--- src/rtl/seq_mult32_if.sv ---
// Handshake bundle between seq_mult32 and the datapath that issues multiplies.
interface seq_mult32_if #(parameter int WIDTH = 32);
  logic               start;
  logic [WIDTH-1:0]   a;
  logic [WIDTH-1:0]   b;
  logic               busy;
  logic               done;
  logic [2*WIDTH-1:0] product;

  modport master (output start, a, b, input  busy, done, product);
  modport slave  (input  start, a, b, output busy, done, product);
endinterface

--- src/rtl/seq_mult32.sv ---
// Unsigned 32x32->64 shift-and-add multiplier, one RCA32 addition per clock,
// with a start/busy/done handshake toward the datapath above.

module rca32_fa (
  input  logic x,
  input  logic y,
  input  logic ci,
  output logic s,
  output logic co
);
  assign s  = x ^ y ^ ci;
  assign co = (x & y) | (ci & (x ^ y));
endmodule

module rca32 #(parameter int WIDTH = 32) (
  input  logic [WIDTH-1:0] a,
  input  logic [WIDTH-1:0] b,
  input  logic             cin,
  output logic [WIDTH-1:0] s,
  output logic             cout
);
  logic [WIDTH:0] c;
  assign c[0] = cin;
  genvar i;
  generate
    for (i = 0; i < WIDTH; i++) begin : g_bit
      rca32_fa u_fa (.x(a[i]), .y(b[i]), .ci(c[i]), .s(s[i]), .co(c[i+1]));
    end
  endgenerate
  assign cout = c[WIDTH];
endmodule

module seq_mult32 #(parameter int WIDTH = 32) (
  input  logic        clk,
  input  logic        rst_n,
  seq_mult32_if.slave bus
);
  typedef enum logic [1:0] {IDLE, RUN, DONE} state_t;

  state_t             state_q, state_d;
  logic [WIDTH-1:0]   m_q;
  logic [2*WIDTH-1:0] p_q;
  logic [5:0]         cnt_q;
  logic [2*WIDTH-1:0] product_q;
  logic [WIDTH-1:0]   add_b, sum;
  logic               cout;
  logic [2*WIDTH-1:0] p_next;

  assign add_b  = p_q[0] ? m_q : '0;
  // Carry-out is kept as the new MSB so the 33-bit partial sum never overflows.
  assign p_next = {cout, sum, p_q[WIDTH-1:1]};

  rca32 #(.WIDTH(WIDTH)) u_add (
    .a   (p_q[2*WIDTH-1:WIDTH]),
    .b   (add_b),
    .cin (1'b0),
    .s   (sum),
    .cout(cout)
  );

  always_ff @(posedge clk or negedge rst_n) begin
    if (!rst_n) state_q <= IDLE;
    else        state_q <= state_d;
  end

  always_comb begin
    state_d = state_q;
    case (state_q)
      IDLE:    if (bus.start) state_d = RUN;
      RUN:     if (cnt_q == 6'd31) state_d = DONE;
      DONE:    state_d = IDLE;
      default: state_d = IDLE;
    endcase
  end

  always_ff @(posedge clk or negedge rst_n) begin
    if (!rst_n) begin
      m_q       <= '0;
      p_q       <= '0;
      cnt_q     <= '0;
      product_q <= '0;
    end else begin
      case (state_q)
        IDLE: if (bus.start) begin
          m_q   <= bus.a;
          p_q   <= {{WIDTH{1'b0}}, bus.b};
          cnt_q <= '0;
        end
        RUN: begin
          p_q   <= p_next;
          cnt_q <= cnt_q + 6'd1;
          if (cnt_q == 6'd31) product_q <= p_next;
        end
        default: ;
      endcase
    end
  end

  assign bus.busy    = (state_q == RUN);
  assign bus.done    = (state_q == DONE);
  assign bus.product = product_q;
endmodule

--- src/flat_wrapper.sv ---
// flat-port wrapper written by rule: the top's interface ports become plain ports
module seq_mult32_flat 
#(parameter int WIDTH = 32)
  (clk, rst_n, bus_start, bus_a, bus_b, bus_busy, bus_done, bus_product);
  seq_mult32_if #(.WIDTH(WIDTH)) bus_i ();
  input  logic clk;
  input  logic rst_n;
  input wire logic [$bits(bus_i.start)-1:0] bus_start;
  input wire logic [$bits(bus_i.a)-1:0] bus_a;
  input wire logic [$bits(bus_i.b)-1:0] bus_b;
  output wire logic [$bits(bus_i.busy)-1:0] bus_busy;
  output wire logic [$bits(bus_i.done)-1:0] bus_done;
  output wire logic [$bits(bus_i.product)-1:0] bus_product;
  assign bus_i.start = bus_start;
  assign bus_i.a = bus_a;
  assign bus_i.b = bus_b;
  assign bus_busy = bus_i.busy;
  assign bus_done = bus_i.done;
  assign bus_product = bus_i.product;
  seq_mult32 #(.WIDTH(WIDTH)) u_core (.clk(clk), .rst_n(rst_n), .bus(bus_i));
endmodule
--- config.mk ---
export PLATFORM = sky130hd
export DESIGN_NAME = seq_mult32_flat
export DESIGN_NICKNAME = d
export VERILOG_FILES = /design/src/rtl/seq_mult32_if.sv /design/src/rtl/seq_mult32.sv /design/src/flat_wrapper.sv
export SDC_FILE = /design/constraint.sdc
export NUM_CORES = 1
export LEC_CHECK = 0
export BUFFER_PORTS_ARGS = -buffer_cell sky130_fd_sc_hd__buf_2
export CELL_PAD_IN_SITES_DETAIL_PLACEMENT = 2
export CELL_PAD_IN_SITES_GLOBAL_PLACEMENT = 2
export CORE_MARGIN = 5
export CORE_UTILIZATION = 37
export CTS_CLUSTER_SIZE = 30
export DETAILED_ROUTE_END_ITERATION = 7
export PLACE_DENSITY_LB_ADDON = 0.1
export SETUP_SLACK_MARGIN = 0.3
export SLEW_MARGIN = 5
export SYNTH_ARGS = -nofsm -noshare
export SYNTH_HDL_FRONTEND = slang
export SYNTH_SLANG_ARGS = --single-unit
--- constraint.sdc ---
create_clock -name clk -period 15.4 [get_ports clk]
set_input_delay 0 -clock clk [delete_from_list [all_inputs] [get_ports clk]]
set_output_delay 0 -clock clk [all_outputs]
set_load 0.01 [all_outputs]
**Word level (Yosys, flattened, before mapping)**

Cells that the tools add are included.

- Input port bits: 67
- Flip-flop bits (word level): 168
- Word-level logic and storage cells: 182
- Output and inout port bits: 66

- Equal/unequal tests: 5
- Add/sub/neg operators: 1
- Multiplexer cells: 8
- Reductions and logical operators: 6
- Bitwise operators: 157

Operator list:

| operator | number |
|---|---|
| 64-bit one-hot mux with 2 select lines | 1 |
| 64-bit two-way mux | 1 |
| 1-bit bitwise AND | 63 |
| 1-bit XOR | 63 |
| 32-bit two-way mux | 1 |
| 1-bit OR | 31 |
| 6-bit one-hot mux with 2 select lines | 1 |
| 2-bit AND reduction | 4 |
| 6-bit by 1-bit adder with 6-bit output (second input constant) | 1 |
| 6-bit by 5-bit equality test with 1-bit output (second input constant) | 1 |
| 6-bit two-way mux | 1 |
| 2-bit two-way mux | 2 |
| 2-bit one-hot mux with 2 select lines | 1 |
| 2-bit by 1-bit equality test with 1-bit output (second input constant) | 1 |
| 2-bit equality test (second input constant) | 1 |
| 2-bit zero test | 1 |
| 2-bit by 1-bit inequality test with 1-bit output (second input constant) | 1 |
| 2-bit inequality test (second input constant) | 1 |
| 2-bit nonzero test | 1 |

**Logic depth before layout (Yosys ltp)**

Gate-level depths: netlist (run 1).

- Depth after elaboration: 65
- Depth in mapped cells: 36
- Gate-level depth less buffers: 35

**By module**

A second synthesis (run 1) with hierarchy kept.

- Cell total of the unflattened synthesis: 654
- Area, all modules: 7,368.3 µm²

Modules (own cells, without submodules):

| module | cells each | area an instance (µm²) | times used | seq. area each (µm²) |
|---|---|---|---|---|
| seq_mult32 | 622 | 6,727.7 | 1 | 4,204.0 |
| rca32_fa | 1 | 20.0 | 32 | 0.0 |

**Worst setup path before layout (run 1)**

OpenSTA, ideal clock, no wires.

- Path type: reg-to-reg
- Start point: register u_core.p_q[0]
- End point: register u_core.p_q[62]
- Period minus slack after synthesis: 14.186 ns
- Required time: 15.270 ns
- Setup time: 0.130 ns
- Path buffers: 2
- Arrival time: 14.056 ns
- Stages on the path, launching flop included: 36
- Path slack: 1.214 ns
- Cells stage by stage: dfrtp_1 -> clkbuf_1 -> clkbuf_1 -> nand2_1 -> fa_1 -> fa_1 -> fa_1 -> fa_1 -> fa_1 -> fa_1 -> fa_1 -> fa_1 -> fa_1 -> fa_1 -> fa_1 -> fa_1 -> fa_1 -> fa_1 -> fa_1 -> fa_1 -> fa_1 -> fa_1 -> fa_1 -> fa_1 -> fa_1 -> fa_1 -> fa_1 -> fa_1 -> fa_1 -> fa_1 -> fa_1 -> fa_1 -> fa_1 -> fa_1 -> fa_1 -> o21ai_0

- Cells in the longest elaborated chain, start to end: 64
- Elaborated cells between the ends (all ways): 125
- Those cells by class: 2 x mux; 123 x bitwise

RTL lines:

| element | line | RTL |
|---|---|---|
| from (decl) | seq_mult32.sv:42 | `logic [2*WIDTH-1:0] p_q;` |
| from (signal assigned) | seq_mult32.sv:86 | `p_q <= {{WIDTH{1'b0}}, bus.b};` |
| from (signal assigned) | seq_mult32.sv:90 | `p_q <= p_next;` |
| 32-bit two-way mux * | seq_mult32.sv:49 | `assign add_b = p_q[0] ? m_q : '0;` |
| 1-bit bitwise AND / 1-bit XOR (equally long branches) | seq_mult32.sv:12 | `assign co = (x & y) \| (ci & (x ^ y));` |
| 1-bit bitwise AND | seq_mult32.sv:12 |  |
| 1-bit OR | seq_mult32.sv:12 |  |
| 1-bit bitwise AND | seq_mult32.sv:12 |  |
| 1-bit OR | seq_mult32.sv:12 |  |
| 1-bit bitwise AND | seq_mult32.sv:12 |  |
| 1-bit OR | seq_mult32.sv:12 |  |
| (+48 left out) | -- |  |
| 1-bit bitwise AND | seq_mult32.sv:12 |  |
| 1-bit OR | seq_mult32.sv:12 |  |
| 1-bit bitwise AND | seq_mult32.sv:12 |  |
| 1-bit OR | seq_mult32.sv:12 |  |
| 1-bit bitwise AND | seq_mult32.sv:12 |  |
| 1-bit OR | seq_mult32.sv:12 |  |
| 1-bit XOR * | seq_mult32.sv:11 | `assign s = x ^ y ^ ci;` |
| 64-bit one-hot mux with 2 select lines * | seq_mult32.sv:83 | `case (state_q)` |

Mark *: on every way between the ends. The rest lies on a longest branch, timed or not.
A chain may end at the register's enable or synchronous reset.

**Worst setup path in the final report (run 1)**

Same ends and word-level chain as after synthesis.

==> metrics.cfg, run 1 <==
[floorplanning]
dieHeight_um = 155
rows = 53
core_area_sq_um = 20800
die_area_sq_um = 24000
die_x_um = 155
ioPinCount = 133
initial_core_util_pct = 37.3

[sta]
relSlewSlack_pct = 21.8
setup_tns_ps = 0
final-hold-violation-count = 0
skew_ps = 14.2
whs_ps = 49.2
finalCriticalPeriod_ps = 14550
fmax_mhz = 68.7
setup_viol = 0
rsz0062_at_grt = no
period_share_pct = 94.5
slew_viol_final = 0
worstMarginPinSlew_ps = 1170

[cts]
cts_tree = done
cts_made_buffers = 17
cts.path.max_buffers = 2
cts_setup_buffers = 0
clock-root-buffer = clkbuf_16
cts-htree-levels = 4
clk-insertion-delay-late_ps = 430
clkSinkCount = 168
path_clk_slew_ps = 60

[setup_path]
cp.required_ps = 15660
worst_ep_arrival_time_ps = 14810
crit_type = reg -> reg
crit_fanout = 3
slowest_stage = fa_1
critPathCaptureType = register
slowest_delay_ps = 540
rrSetupSlack_ps = 850
startpoint_type = register
crit_top_cell = fa_1

[finish]
drive_above_1_share_pct = 25.7
final_nets = 935
fillers = 2094
diodes = 0
area_delta_synth_final_pct = 27.1

[global_routing]
grt_pass1_vias = 6615
grt_pass1_wl_mm = 35.3
grt.total_usage_pct = 18.4
grt_start_max_net_pins = 91
grt_overflow_total = 0
antenna_found_initial = 0

[place]
port-buffer-count = 132
post-dp-hpwl_mm = 13.5
gp_congestion = 0.711

[synth]
ys_ff_latch = 168
synth_seq_area_share_pct = 54.1
synth_cells = 651
synth_top_cells_by_count = dfrtp_1 (168), nand2_1 (69), o21ai_0 (69)
yosysMostFrequentCell = dfrtp_1
synth_ff_type = dfrtp_1
yosys_warnings = 0
syn_area_sq_um = 7770
ys_types = 33
synth_edf_count = 0
synth_nets = 751
synth_top_area_cell = dfrtp_1
async_reset_ff_share_pct = 100
avgSynthCellArea_sq_um = 11.9
synthTopCellsByArea = dfrtp_1 (54%), fa_1 (8.0%), mux2_4 (5.2%), o21ai_0 (4.4%), mux2i_1 (4.1%)
synth_top_area_share_pct = 54.1

[power_and_ir_drop]
irDropWorstVdd_mv = 0.0841
p_leak_nw = 4.42
powerDensity_nw_per_um2 = 179

[drt]
wl_per_cell_um = 19.0
drt_iter0_markers = 127
viasPerCell = 4.95
wirelength_mm = 21.3
drt.antenna.violating_nets = 0
drc = 0
first_pass_iters = 4
vias = 5556

[status]
outcome = complete, no violations

[worst_hold_path]
hp-class = in -> reg

[run]
drv_cap = 0

[worst paths after layout]
kind | start | end | cells past startpoint
min in group asynchronous | rst_n | u_core.bus.product[19]$_DFFE_PN0P_ | 2
max in group asynchronous | rst_n | u_core.m_q[11]$_DFFE_PN0P_ | 3
worst min-delay path | bus_b[0] | u_core.p_q[0]$_DFFE_PN0P_ | 4
worst max register to register | u_core.p_q[0]$_DFFE_PN0P_ | u_core.p_q[62]$_DFFE_PN0P_ | 35
worst min register to register | u_core.p_q[37]$_DFFE_PN0P_ | u_core.p_q[37]$_DFFE_PN0P_ | 2
worst max-delay path | u_core.p_q[0]$_DFFE_PN0P_ | u_core.p_q[62]$_DFFE_PN0P_ | 35
[report_power, final]
group / switching [mW] / internal [mW] / total [mW] / leakage, nW
clock network: 0.184 / 0.248 / 0.432 / 0.280
logic: 0.308 / 0.280 / 0.587 / 2.11
registers: 0.122 / 0.627 / 0.749 / 2.03
total: 0.614 / 1.15 / 1.77 / 4.42
[placed cells by master (no fill, tap or decap), types with 2 or more instances in the layout]
cell type	n
dfrtp_1	168
buf_2	131
nand2_1	69
o21ai_0	69
inv_1	64
dlygate4sd3_1	64
nor2b_1	32
mux2i_1	32
a21oi_1	32
a22oi_1	31
fa_1	30
mux2_4	27
mux2_1	22
clkbuf_16	17
mux2_2	15
buf_4	8
clkinv_2	4
clkinvlp_4	3
nand3_1	2
ha_1	2
clkbuf_1	2
bufinv_16	2
clkbuf_8	2
inv_6	2
[timing repair]
| action | 4_1_cts | 5_1_grt |
|---|---|---|
| endpoints found under the setup margin | 0 | 1 |
| resized for setup | 0 | 1 |
| hold endpoints to repair | 152 | 0 |
| hold buffers | 64 | 0 |
[sequential cells by signal, indices dropped and copies added (netlist names)]
signal              count
u_core.m_q             32
u_core.bus.product     64
u_core.cnt_q            6
u_core.p_q             64
u_core.state_q          2
[cell type report]
type,count,area [sq um],share of cell area [%]
Clock buffer,21,460,4.66
Inverter,65,244,2.47
Multi-Input combinational cell,379,3140,31.8
Tap cell,275,344,3.48
Clock inverter,11,120,1.22
Timing Repair Buffer,204,1370,13.8
Sequential cell,168,4200,42.5
[per-layer routing]
layer  track usage (%)  vias up  routed length [um]
li1                  -     2536                   -
met1              22.4     2904                8900
met2              33.9       95               11400
met3              3.34       21                 743
met4              4.54        0                 244
met5                 0        -                   0
[through the flow]
step	worst slack (ps)	util (%)	power, mW	area [sq um]	cells
6_report	850	47.5	1.77	9880	1123
5_1_grt	325	47.5	1.90	9880	1123
4_1_cts	576	47.4	1.80	9880	1123
3_5_place_dp	703	41.6	1.34	8660	1027
3_3_place_gp	978	41.6	1.30	8660	1027
2_1_floorplan	1210	-	1.08	7770	651
[critical path, delay by kind of cell (launching register included)]
kind	cells	cell delay, ps
flops	1	380
fa+ha+maj	32	13730
buf+inv	1	60
simple gates	1	140
compound gates	1	100
[cells by family (layout without fill, tap and decap cells)]
family	after synthesis	in the layout	synth area share (%)
flip-flops	168	168	54.1
AND/OR/NAND/NOR	111	111	6.83
multiplexers	96	96	14.7
buffers and inverters	104	301	5.80
AO/OA/AOI/OAI	138	138	10.2
XOR/XNOR	1	1	0.113
adder cells (fa/ha/maj)	33	33	8.31
(Power assumes the default switching activity.)
==> inputs of run 2 (changes only) <==
- CORE_ASPECT_RATIO: not set -> 0.5
- clock period: 15.4 -> 14.27 ns (I/O delays scaled with it)
==> run 2 against run 1 <==
Compared with the run above: global-route usage grew 0.52 points; final cell count is the same; utilization rose by 1.0 points; via count down 0.47%; clock power increased by 17%; total power is 12% higher; worst setup slack lost 39 ps; count of clock-buffer cells in the layout decreased by 3; fmax grew 8.1%; worst hold slack improved by 68 ps; sequential power increased by 7.6%; sequential share of layout area fell by 0.47 points.
==> metrics.cfg, run 2 (same netlist as run 1, synthesis figures left out) <==
[cts]
cts.path.max_buffers = 2
clk-insertion-delay-late_ps = 440
cts_made_buffers = 17
clock-root-buffer = clkbuf_16
cts_setup_buffers = 0
cts_tree = done
path_clk_slew_ps = 70
cts-htree-levels = 4
clkSinkCount = 168

[place]
place_inst = 1027
port-buffer-count = 132
dp_slack_ps = -237
post-dp-hpwl_mm = 13.7
gp_congestion = 0.720
detailed_place.area_sq_um = 8670

[finish]
final_common_cell = dfrtp_1
drive_above_1_share_pct = 28.1
stdcell_count = 1123
fin_area_sq_um = 9990
final_nets = 937
diodes = 0
regArea_sq_um = 4200
fillers = 2062
area_delta_synth_final_pct = 28.6
final_cell_mix = dfrtp_1 (168), buf_2 (131), nand2_1 (69), o21ai_0 (69)
multiInputGateArea_sq_um = 3180

[sta]
whs_ps = 117
worstMarginPinSlew_ps = 999
slew_viol_final = 0
final-hold-violation-count = 0
period_share_pct = 94.3
fmax_mhz = 74.3
worst_slack_ps = 811
relSlewSlack_pct = 33.2
rsz0062_at_grt = no
skew_ps = 9.37
setup_viol = 0
finalCriticalPeriod_ps = 13460

[global_routing]
grt_pass1_vias = 6463
grt_pass1_wl_mm = 36.3
grt_overflow_total = 0
busiest_layer = met2
use_met1_pct = 24.5
grt.total_usage_pct = 19.0
grt_start_max_net_pins = 98
antenna_found_initial = 0
met2_usage_pct = 32.8
grtUsageMet3_pct = 4.53

[setup_path]
slowest_stage = fa_1
cp.required_ps = 14570
worst_ep_arrival_time_ps = 13760
critPathCaptureType = register
startpoint_type = register
slowest_delay_ps = 530
crit_fanout = 2
crit_top_cell = fa_2
crit_type = reg -> reg

[drt]
viasPerCell = 4.92
vias = 5530
wirelength_mm = 21.9
drt.antenna.violating_nets = 0
drc = 0
drt_iter0_markers = 234
first_pass_iters = 4
wl_per_cell_um = 19.5

[worst_hold_path]
hp-class = in -> reg

[floorplanning]
initial_core_util_pct = 37.7
dieHeight_um = 112
die_area_sq_um = 24200
ioPinCount = 133
die_x_um = 215
core_area_sq_um = 20600
rows = 37

[power_and_ir_drop]
powerDensity_nw_per_um2 = 198
irDropWorstVdd_mv = 0.0640
p_leak_nw = 4.46

[run]
drv_cap = 0

[status]
outcome = complete, no violations

==> run 2: final timing paths <==
check / from / endpoint / slack, ps / depth (start not counted)
setup reg to reg: u_core.p_q[0]$_DFFE_PN0P_ / u_core.p_q[62]$_DFFE_PN0P_ / 810 / 35
hold / removal: bus_b[0] / u_core.p_q[0]$_DFFE_PN0P_ / 120 / 4
setup / recovery: u_core.p_q[0]$_DFFE_PN0P_ / u_core.p_q[62]$_DFFE_PN0P_ / 810 / 35
max in group asynchronous: rst_n / u_core.bus.product[53]$_DFFE_PN0P_ / 12480 / 3
hold reg to reg: u_core.bus.product[22]$_DFFE_PN0P_ / u_core.bus.product[22]$_DFFE_PN0P_ / 480 / 1
min in group asynchronous: rst_n / u_core.bus.product[17]$_DFFE_PN0P_ / 210 / 2
==> run 2: final cells by class <==
type                    count  share of cell area, %
inverters                  65                   2.44
clock inverters            14                   1.97
flip-flops and latches    168                   42.1
well taps                 273                   3.42
multi-input cells         379                   31.9
clock buffers              18                   4.40
repair buffers            206                   13.8
==> run 2: worst max-delay path, delay by kind of cell (launching register included) <==
| family | cells | cell delay [ps] |
|---|---|---|
| buffers and inverters | 1 | 70 |
| AND/OR/NAND/NOR | 1 | 130 |
| adder cells (fa/ha/maj) | 32 | 12700 |
| flip-flops | 1 | 350 |
| AO/OA/AOI/OAI | 1 | 80 |
==> run 2: timing repair <==
action | 4_1_cts | 5_1_grt
hold buffers | 63 | 1
hold endpoints to repair | 158 | 1
setup endpoints to repair | 6 | 4
gates resized for setup | 12 | 5
==> run 2: power by group <==
part / internal [mW] / total, mW / switching, mW / leakage, nW
clock: 0.299 / 0.507 / 0.208 / 0.303
combinational: 0.314 / 0.661 / 0.347 / 2.13
sequential: 0.676 / 0.806 / 0.130 / 2.03
total: 1.29 / 1.97 / 0.685 / 4.46
==> run 2: routing by layer <==
metal | up-vias | part of all wire [%] | wire length (um)
met1 | 2908 | 46 | 10100
li1 | 2531 | - | -
met2 | 77 | 50 | 11000
met5 | - | 0 | 0
met3 | 14 | 2.9 | 645
met4 | 0 | 0.86 | 189
==> run 2: through the flow <==
stage | util, % | power (mW) | TNS (ps)
2_1_floorplan | - | 1.17 | 0
3_3_place_gp | 42.1 | 1.42 | -34.9
3_5_place_dp | 42.1 | 1.46 | -742
4_1_cts | 48.4 | 2.00 | 0
5_1_grt | 48.5 | 2.12 | 0
6_report | 48.5 | 1.97 | 0
